File: config.mk
export PLATFORM = sky130hd
export DESIGN_NAME = conv3x3_win_mac
export DESIGN_NICKNAME = d
export VERILOG_FILES = /design/src/rtl/conv3x3_win_mac.sv
export SDC_FILE = /design/constraint.sdc
export NUM_CORES = 2
export LEC_CHECK = 0
export ABC_AREA = 1
export CORE_MARGIN = 1
export CORE_UTILIZATION = 60
export CTS_CLUSTER_DIAMETER = 50
export DETAILED_ROUTE_END_ITERATION = 6
export PLACE_DENSITY_LB_ADDON = 0.1
export RECOVER_POWER = 25
export SYNTH_ARGS = -nofsm -noshare
export SYNTH_HDL_FRONTEND = slang
export SYNTH_SLANG_ARGS = --single-unit
File: constraint.sdc
create_clock -name clk -period 37.1 [get_ports clk]
set_clock_uncertainty 0.15 [all_clocks]
set_input_delay 7.42 -clock clk [delete_from_list [all_inputs] [get_ports clk]]
set_output_delay 7.42 -clock clk [all_outputs]
set_load 0.005 [all_outputs]
File: src/rtl/conv3x3_win_mac.sv
// 3x3 window MAC stage: tracks stream position behind the line buffer, qualifies
// windows and produces one saturated 8-bit feature-map pixel per valid window.
//
// state    | meaning
// ST_IDLE  | waiting for start; sel latched into the frame size on start
// ST_RUN   | one pixel enters per cycle; row/col follow the pixel entered last cycle
// ST_DRAIN | last window issued; flushing the MAC pipeline before returning to idle
module conv3x3_win_mac #(
    parameter int COL1  = 8,
    parameter int COL2  = 14,
    parameter int COL3  = 28,
    parameter int COL4  = 56,
    parameter int COL5  = 112,
    parameter int COL6  = 224,
    parameter int ACC_W = 20
) (
    input  logic                    clk,
    input  logic                    rst,
    input  logic                    start,
    input  logic [2:0]              sel,
    input  logic [71:0]             ifm_win3x3_batch,
    input  logic [71:0]             weights,
    input  logic signed [ACC_W-1:0] bias,
    input  logic [4:0]              shift,
    input  logic                    relu_en,
    output logic [7:0]              ofm_out,
    output logic                    ofm_valid,
    output logic                    busy,
    output logic                    frame_done
);

    typedef enum logic [1:0] {ST_IDLE, ST_RUN, ST_DRAIN} state_t;

    localparam logic signed [ACC_W-1:0] C_U8_MAX = ACC_W'(255);
    localparam logic signed [ACC_W-1:0] C_S8_MAX = ACC_W'(127);
    localparam logic signed [ACC_W-1:0] C_S8_MIN = ACC_W'(-128);
    localparam logic signed [ACC_W-1:0] C_ZERO   = '0;

    state_t r_state, w_state_nxt;

    logic [7:0] r_row, r_col, r_w_m1, w_sel_m1;
    logic [1:0] r_drain;
    logic       w_last_pix, w_win_valid, w_win_last;

    logic signed [16:0]      w_prod [9];
    logic signed [16:0]      r_prod [9];
    logic signed [ACC_W-1:0] w_sum, r_acc, w_shr;
    logic [7:0]              w_sat;
    logic                    r_v1, r_v2, r_l1, r_l2;

    always_comb begin
        case (sel)
            3'd0:    w_sel_m1 = 8'(COL1 - 1);
            3'd1:    w_sel_m1 = 8'(COL2 - 1);
            3'd2:    w_sel_m1 = 8'(COL3 - 1);
            3'd3:    w_sel_m1 = 8'(COL4 - 1);
            3'd4:    w_sel_m1 = 8'(COL5 - 1);
            default: w_sel_m1 = 8'(COL6 - 1);
        endcase
    end

    assign w_last_pix  = (r_row == r_w_m1) && (r_col == r_w_m1);
    assign w_win_valid = (r_state == ST_RUN) && (r_row >= 8'd2) && (r_col >= 8'd2);
    assign w_win_last  = (r_state == ST_RUN) && w_last_pix;
    assign busy        = (r_state != ST_IDLE);

    always_ff @(posedge clk) begin
        if (rst) r_state <= ST_IDLE;
        else     r_state <= w_state_nxt;
    end

    always_comb begin
        w_state_nxt = r_state;
        case (r_state)
            ST_IDLE:  if (start)         w_state_nxt = ST_RUN;
            ST_RUN:   if (w_last_pix)    w_state_nxt = ST_DRAIN;
            ST_DRAIN: if (r_drain == '0) w_state_nxt = ST_IDLE;
            default:                     w_state_nxt = ST_IDLE;
        endcase
    end

    // row/col lag the stream by one cycle: they name the pixel whose window is on the input now
    always_ff @(posedge clk) begin
        if (rst) begin
            r_row   <= '0;
            r_col   <= '0;
            r_w_m1  <= '0;
            r_drain <= '0;
        end else begin
            case (r_state)
                ST_IDLE: begin
                    if (start) begin
                        r_w_m1 <= w_sel_m1;
                        r_row  <= '0;
                        r_col  <= '0;
                    end
                end
                ST_RUN: begin
                    if (r_col == r_w_m1) begin
                        r_col <= '0;
                        r_row <= r_row + 8'd1;
                    end else begin
                        r_col <= r_col + 8'd1;
                    end
                    if (w_last_pix) r_drain <= 2'd3;
                end
                ST_DRAIN: if (r_drain != '0) r_drain <= r_drain - 2'd1;
                default: ;
            endcase
        end
    end

    always_comb begin
        for (int k = 0; k < 9; k++) begin
            w_prod[k] = $signed({9'b0, ifm_win3x3_batch[8*k +: 8]}) *
                        $signed({{9{weights[8*k+7]}}, weights[8*k +: 8]});
        end
    end

    always_comb begin
        w_sum = bias;
        for (int k = 0; k < 9; k++) begin
            w_sum = w_sum + {{(ACC_W-17){r_prod[k][16]}}, r_prod[k]};
        end
    end

    assign w_shr = r_acc >>> shift;

    always_comb begin
        w_sat = w_shr[7:0];
        if (relu_en) begin
            if (w_shr < C_ZERO)        w_sat = 8'h00;
            else if (w_shr > C_U8_MAX) w_sat = 8'hFF;
        end else begin
            if (w_shr < C_S8_MIN)      w_sat = 8'h80;
            else if (w_shr > C_S8_MAX) w_sat = 8'h7F;
        end
    end

    always_ff @(posedge clk) begin
        if (w_win_valid) begin
            for (int k = 0; k < 9; k++) r_prod[k] <= w_prod[k];
        end
        if (r_v1) r_acc <= w_sum;
    end

    always_ff @(posedge clk) begin
        if (rst) begin
            r_v1       <= 1'b0;
            r_v2       <= 1'b0;
            r_l1       <= 1'b0;
            r_l2       <= 1'b0;
            ofm_valid  <= 1'b0;
            frame_done <= 1'b0;
            ofm_out    <= '0;
        end else begin
            r_v1       <= w_win_valid;
            r_l1       <= w_win_last;
            r_v2       <= r_v1;
            r_l2       <= r_l1;
            ofm_valid  <= r_v2;
            frame_done <= r_l2;
            if (r_v2) ofm_out <= w_sat;
        end
    end

endmodule
### Word level (Yosys, flattened, before mapping)

Memories as Yosys holds them, arrays and structs flattened.
Index checks and enable logic that the tools add are counted.

* reductions and logical operators: 16
* add/sub/neg operators: 12
* shift-type cells: 1
* muxes and demuxes: 20
* eq/ne operators: 13
* $lt $le $gt $ge: 6
* multiply operators: 9

Operator list (count)
* $add 20x20->20: 9
* $mul 9x8->17: 9
* $mux 8: 8
* $pmux 8 s5: 1
* $pmux 8 s2: 2
* $gt 20x8->1 const B: 1
* $gt 20x9->1 const B: 1
* $lt 20x1->1 const B: 1
* $lt 20x8->1 const B: 1
* $sshr 20x5->20: 1
* $add 8x1->8 const B: 2
* $eq 8x8->1: 2
* $ge 8x2->1 const B: 2
* $mux 2: 5
* $reduce_and 3->1: 3
* $ne 2x2->1 const B: 4
* $reduce_bool 2->1: 4
* $eq 3x2->1 const B: 2
* $pmux 2 s3: 1
* $logic_and 1x1->1: 4
* $logic_not 2->1: 2
* $pmux 2 s2: 1
* $reduce_and 2->1: 2
* $eq 3x1->1 const B: 1
* 7 further kinds: 8

* bits in registers: 62
* input bits: 176
* RAM bits: 153
* logic and storage cells: 91
* output and inout bits: 11
* memories kept: 1

Memory list
* r_prod: depth 9, bits a word 17, read ports 9, clocked after memory_dff 0, write ports 9, RTL line 46 `logic signed [16:0] r_prod [9];`

### Depth between registers and ports, before layout

* word-level depth: 9
* depth in mapped cells: 27
* gate-level depth less buffers: 26

### Least setup slack after synthesis

Ideal clock, no wire load.

* path type: reg2reg
* start point: reg r_state[0]
* end point: mem r_prod[0][0] (enable)
* path buffers: 0
* library setup time: 853 ps
* stages on the path, launching flop included: 5
* data required time: 36097 ps
* slack: 24968 ps
* arrival: 11129 ps
* period minus slack after synthesis: 12132 ps
* cells stage by stage: dfxtp_1 inv_1 nor2_2 inv_1 nor3_1

RTL lines
* from (decl): RTL line 39 `state_t r_state, w_state_nxt;`
* from (signal assigned): RTL line 69 `else r_state <= w_state_nxt;`
* to (decl): RTL line 46

### Worst setup path after layout

* start point: in bias[9]
* end point: reg r_acc[16], data pin

* cells in the longest elaborated chain, start to end: 9

RTL lines
* from (decl): RTL line 23 `input logic signed [ACC_W-1:0] bias,`
* $add 20x20->20 (9 in a row): RTL line 123 `w_sum = w_sum + {{(ACC_W-17){r_prod[k][16]}}, r_prod[k]};`
* net w_sum[16]: RTL line 47 `logic signed [ACC_W-1:0] w_sum, r_acc, w_shr;`
* to (signal assigned): RTL line 144 `if (r_v1) r_acc <= w_sum;`
* to (decl): RTL line 47

The timed path passes the listed nets, and every way through them passes these cells.
A chain may end at the register's enable or synchronous reset.

==> flow_summary_export.csv <==
group,metric,value,unit
outcome,status,"finished with violations",
outcome,violations,"capacitance limit, slew limit",
placed_design,dpl_cell_area,0.03521,mm2
timing,tightest_slew,4277,ps
drt,drt_pass1_iterations,7,
clock_tree,insertion_delay,570,ps
final_layout,final_cell_area,0.03614,mm2
timing,setup_viol,0,
synth,synth_fp_nets,4953,
placed_design,gp_congestion,0.9260,
floorplan,chipWidth,236.7,um
floorplan,start_util,0.6106,
global_routing,grt_max_degree,87,
timing,finalCriticalPeriod,12000,ps
critical_path,critPathMaxFanout,4,
final_layout,finalCoreUtilization,0.6677,
synth,syn_area_per_cell,8.501,um2
timing,grt_setup_unrepaired,"false",
synth,yosysMostFrequentCell,"inv_1",
clock_tree,cts_hold_buffers,0,
synth,yosys-top-cells-count,"inv_1 (1053), nand2_1 (793), fa_1 (474)",
synth,synth-seq-cells,215,
drt,drt-total-wl,71760,um
critical_path,max_stage_delay,530,ps
critical_path,crit_top_cell,"fa_1",
synth,async_reset_ff_frac,0,
synth,yosys_warnings,0,
global_routing,track_usage,0.2691,
clock_tree,cts_tree,"done",
critical_path,required,37260,ps
final_layout,nNetsFinal,5023,
global_routing,antenna_found_initial,1,
drt,wl_per_cell,15.35,um
placed_design,port_buffers,186,
timing,slew_headroom,-1.851,
synth,netlist_top_cells_area,"fa_1 (29%), edfxtp_1 (16%), ha_1 (16%)",
clock_tree,cts_buffer_depth,3,
clock_tree,cts_sinks,215,
synth,synthDistinctLibCells,53,
flow_run,cap_violations,2,
worst_hold_path,hp-class,"reg -> reg",
final_layout,diodes,0,
final_layout,nFillCells,4591,
synth,yosysTopAreaCell,"fa_1",
synth,netlist.area_leader.share,0.2871,
timing,fmax,83.32,MHz
synth,synth_edf_count,173,
final_layout,multiInputGateArea,0.02242,mm2
clock_tree,cts_buffers,28,
critical_path,critPathSlowestCell,"clkdlybuf4s50_1",
drt,vias_per_cell,5.138,
critical_path,cp.arrival,12160,ps
floorplan,ios,187,
timing,worst_hold_slack,252.5,ps
final_layout,area_growth,9.354,%
clock_tree,h-tree-depth,1,
floorplan,die_y,236.7,um
synth,synth_cells,3888,
drt,drc,0,
drt,dr_total_vias,24030,
drt,ant_nets,0,
clock_tree,cts_root_buf,"clkbuf_16",
timing,slew_violations,156,
critical_path,start_kind,"input pin",
floorplan,die_area,0.05603,mm2
timing,hold_viol_final,0,
timing,finalSetupTns,0,ps
critical_path,critical_path_class,"in -> reg",
final_layout,seq_area,0.006036,mm2
floorplan,rows,85,
floorplan,core_area,0.05413,mm2
critical_path,end_kind,"flip-flop",
clock_tree,cts_setup_buffers,0,
critical_path,crit_chain,"clkdlybuf4s50_1, inv_1, fa_1, inv_1, fa_1, fa_1, fa_1, inv_1, fa_1, inv_1, ha_1, nand2_1, nor4_2, a21oi_1, o21ai_1, nand2_1, o21ai_1, xor2_1",
power,power_density,42.24,mW/mm2
global_routing,grt_pass1_wl,121000,um
synth,synth-seq-area-share,0.1826,
placed_design,dpl.hpwl,60620,um
global_routing,grt_remaining_overflow,0,
clock_tree,clk_pin_slew_worst_paths,60,ps
timing,fin_crit_sh,0.3235,
clock_tree,post_cts_resized,0,
synth,syn_area,0.03305,mm2
final_layout,drive_gt1_frac,0.03367,
synth,synth_flop_cell,"edfxtp_1",
drt,first_iter_violations,1493,
power,max-vdd-ir-drop,32.53,uV
global_routing,grt_pass1_vias,24320,
power,p_leak,0.01971,uW
[sequential cells by signal, indices dropped and copies added, names as in the netlist, 2 cells and up]
register and count:
ofm_out 8, r_row 8, r_col 8, r_acc 20, r_w_m1 8, r_prod 153
r_state 2, r_drain 2
[worst paths after layout]
kind              startpoint             to  slack, ps  cells past startpoint
hold reg to reg         r_l2     frame_done        250                      2
setup / recovery     bias[9]      r_acc[16]      25100                     18
setup reg to reg    r_row[0]  r_prod[0][77]      29520                      8
hold / removal          r_l2     frame_done        250                      2
[kinds of logic after synthesis]
family,Yosys count,share of synthesized area
buf+inv,1213,0.1392
simple gates,1135,0.1462
fa+ha+maj,889,0.4442
compound gates,292,0.04967
flops,215,0.1826
xor+xnor,144,0.03816
[stage by stage]
| step | setup WS, ps | power [uW] | instances |
|---|---|---|---|
| final | 25100 | 1527 | 4676 |
| after global routing | 24870 | 1668 | 4676 |
| after CTS | 25100 | 1534 | 4676 |
| after detailed placement | 24520 | 1253 | 4624 |
| after global placement | 24550 | 1245 | 4624 |
| after floorplan | 24970 | 1005 | 3888 |
[layer usage]
| metal | vias up | part of all wire | GRT usage |
|---|---|---|---|
| met3 | 103 | 0.048 | 0.03229 |
| li1 | 11800 | - | - |
| met1 | 11570 | 0.43 | 0.3636 |
| met2 | 550 | 0.49 | 0.4643 |
| met5 | - | 0.00017 | 0 |
| met4 | 2 | 0.023 | 0.06120 |
[power breakdown]
group          switching (uW)  internal [uW]
clock network             112            158
registers                1.67            315
logic                     570            370
[cell usage in the layout (no fill, tap or decap), drive strengths merged, types with 7 or more instances in the layout]
| master | instances |
|---|---|
| nand3 | 122 |
| fa | 474 |
| clkinv | 14 |
| a21o | 12 |
| clkbuf | 34 |
| or2 | 52 |
| dfxtp | 42 |
| a31oi | 10 |
| nor3 | 13 |
| o211ai | 9 |
| xor2 | 93 |
| o2111ai | 10 |
| nor2 | 107 |
| edfxtp | 173 |
| nand4 | 18 |
| clkdlybuf4s50 | 186 |
| ha | 415 |
| o21ai | 77 |
| nand2 | 808 |
| nor4 | 7 |
| a21oi | 155 |
| xnor2 | 51 |
| inv | 1067 |
[layout make-up]
class | count | area share
Multi-Input combinational cell | 2460 | 0.6203
Sequential cell | 215 | 0.1670
Inverter | 1063 | 0.1104
Timing Repair Buffer | 190 | 0.05213
Clock buffer | 32 | 0.02008
Tap cell | 696 | 0.02409
Clock inverter | 20 | 0.005989
[worst max-delay path: cells and delay by family]
kind,cells,cell delay [ps]
AOI/OAI and AO/OA,3,520
adders and majority gates,6,2770
xor gates and xnor gates,1,80
buffers and inverters,5,770
and+or+nand+nor,3,570
(Power assumes the default switching activity.)
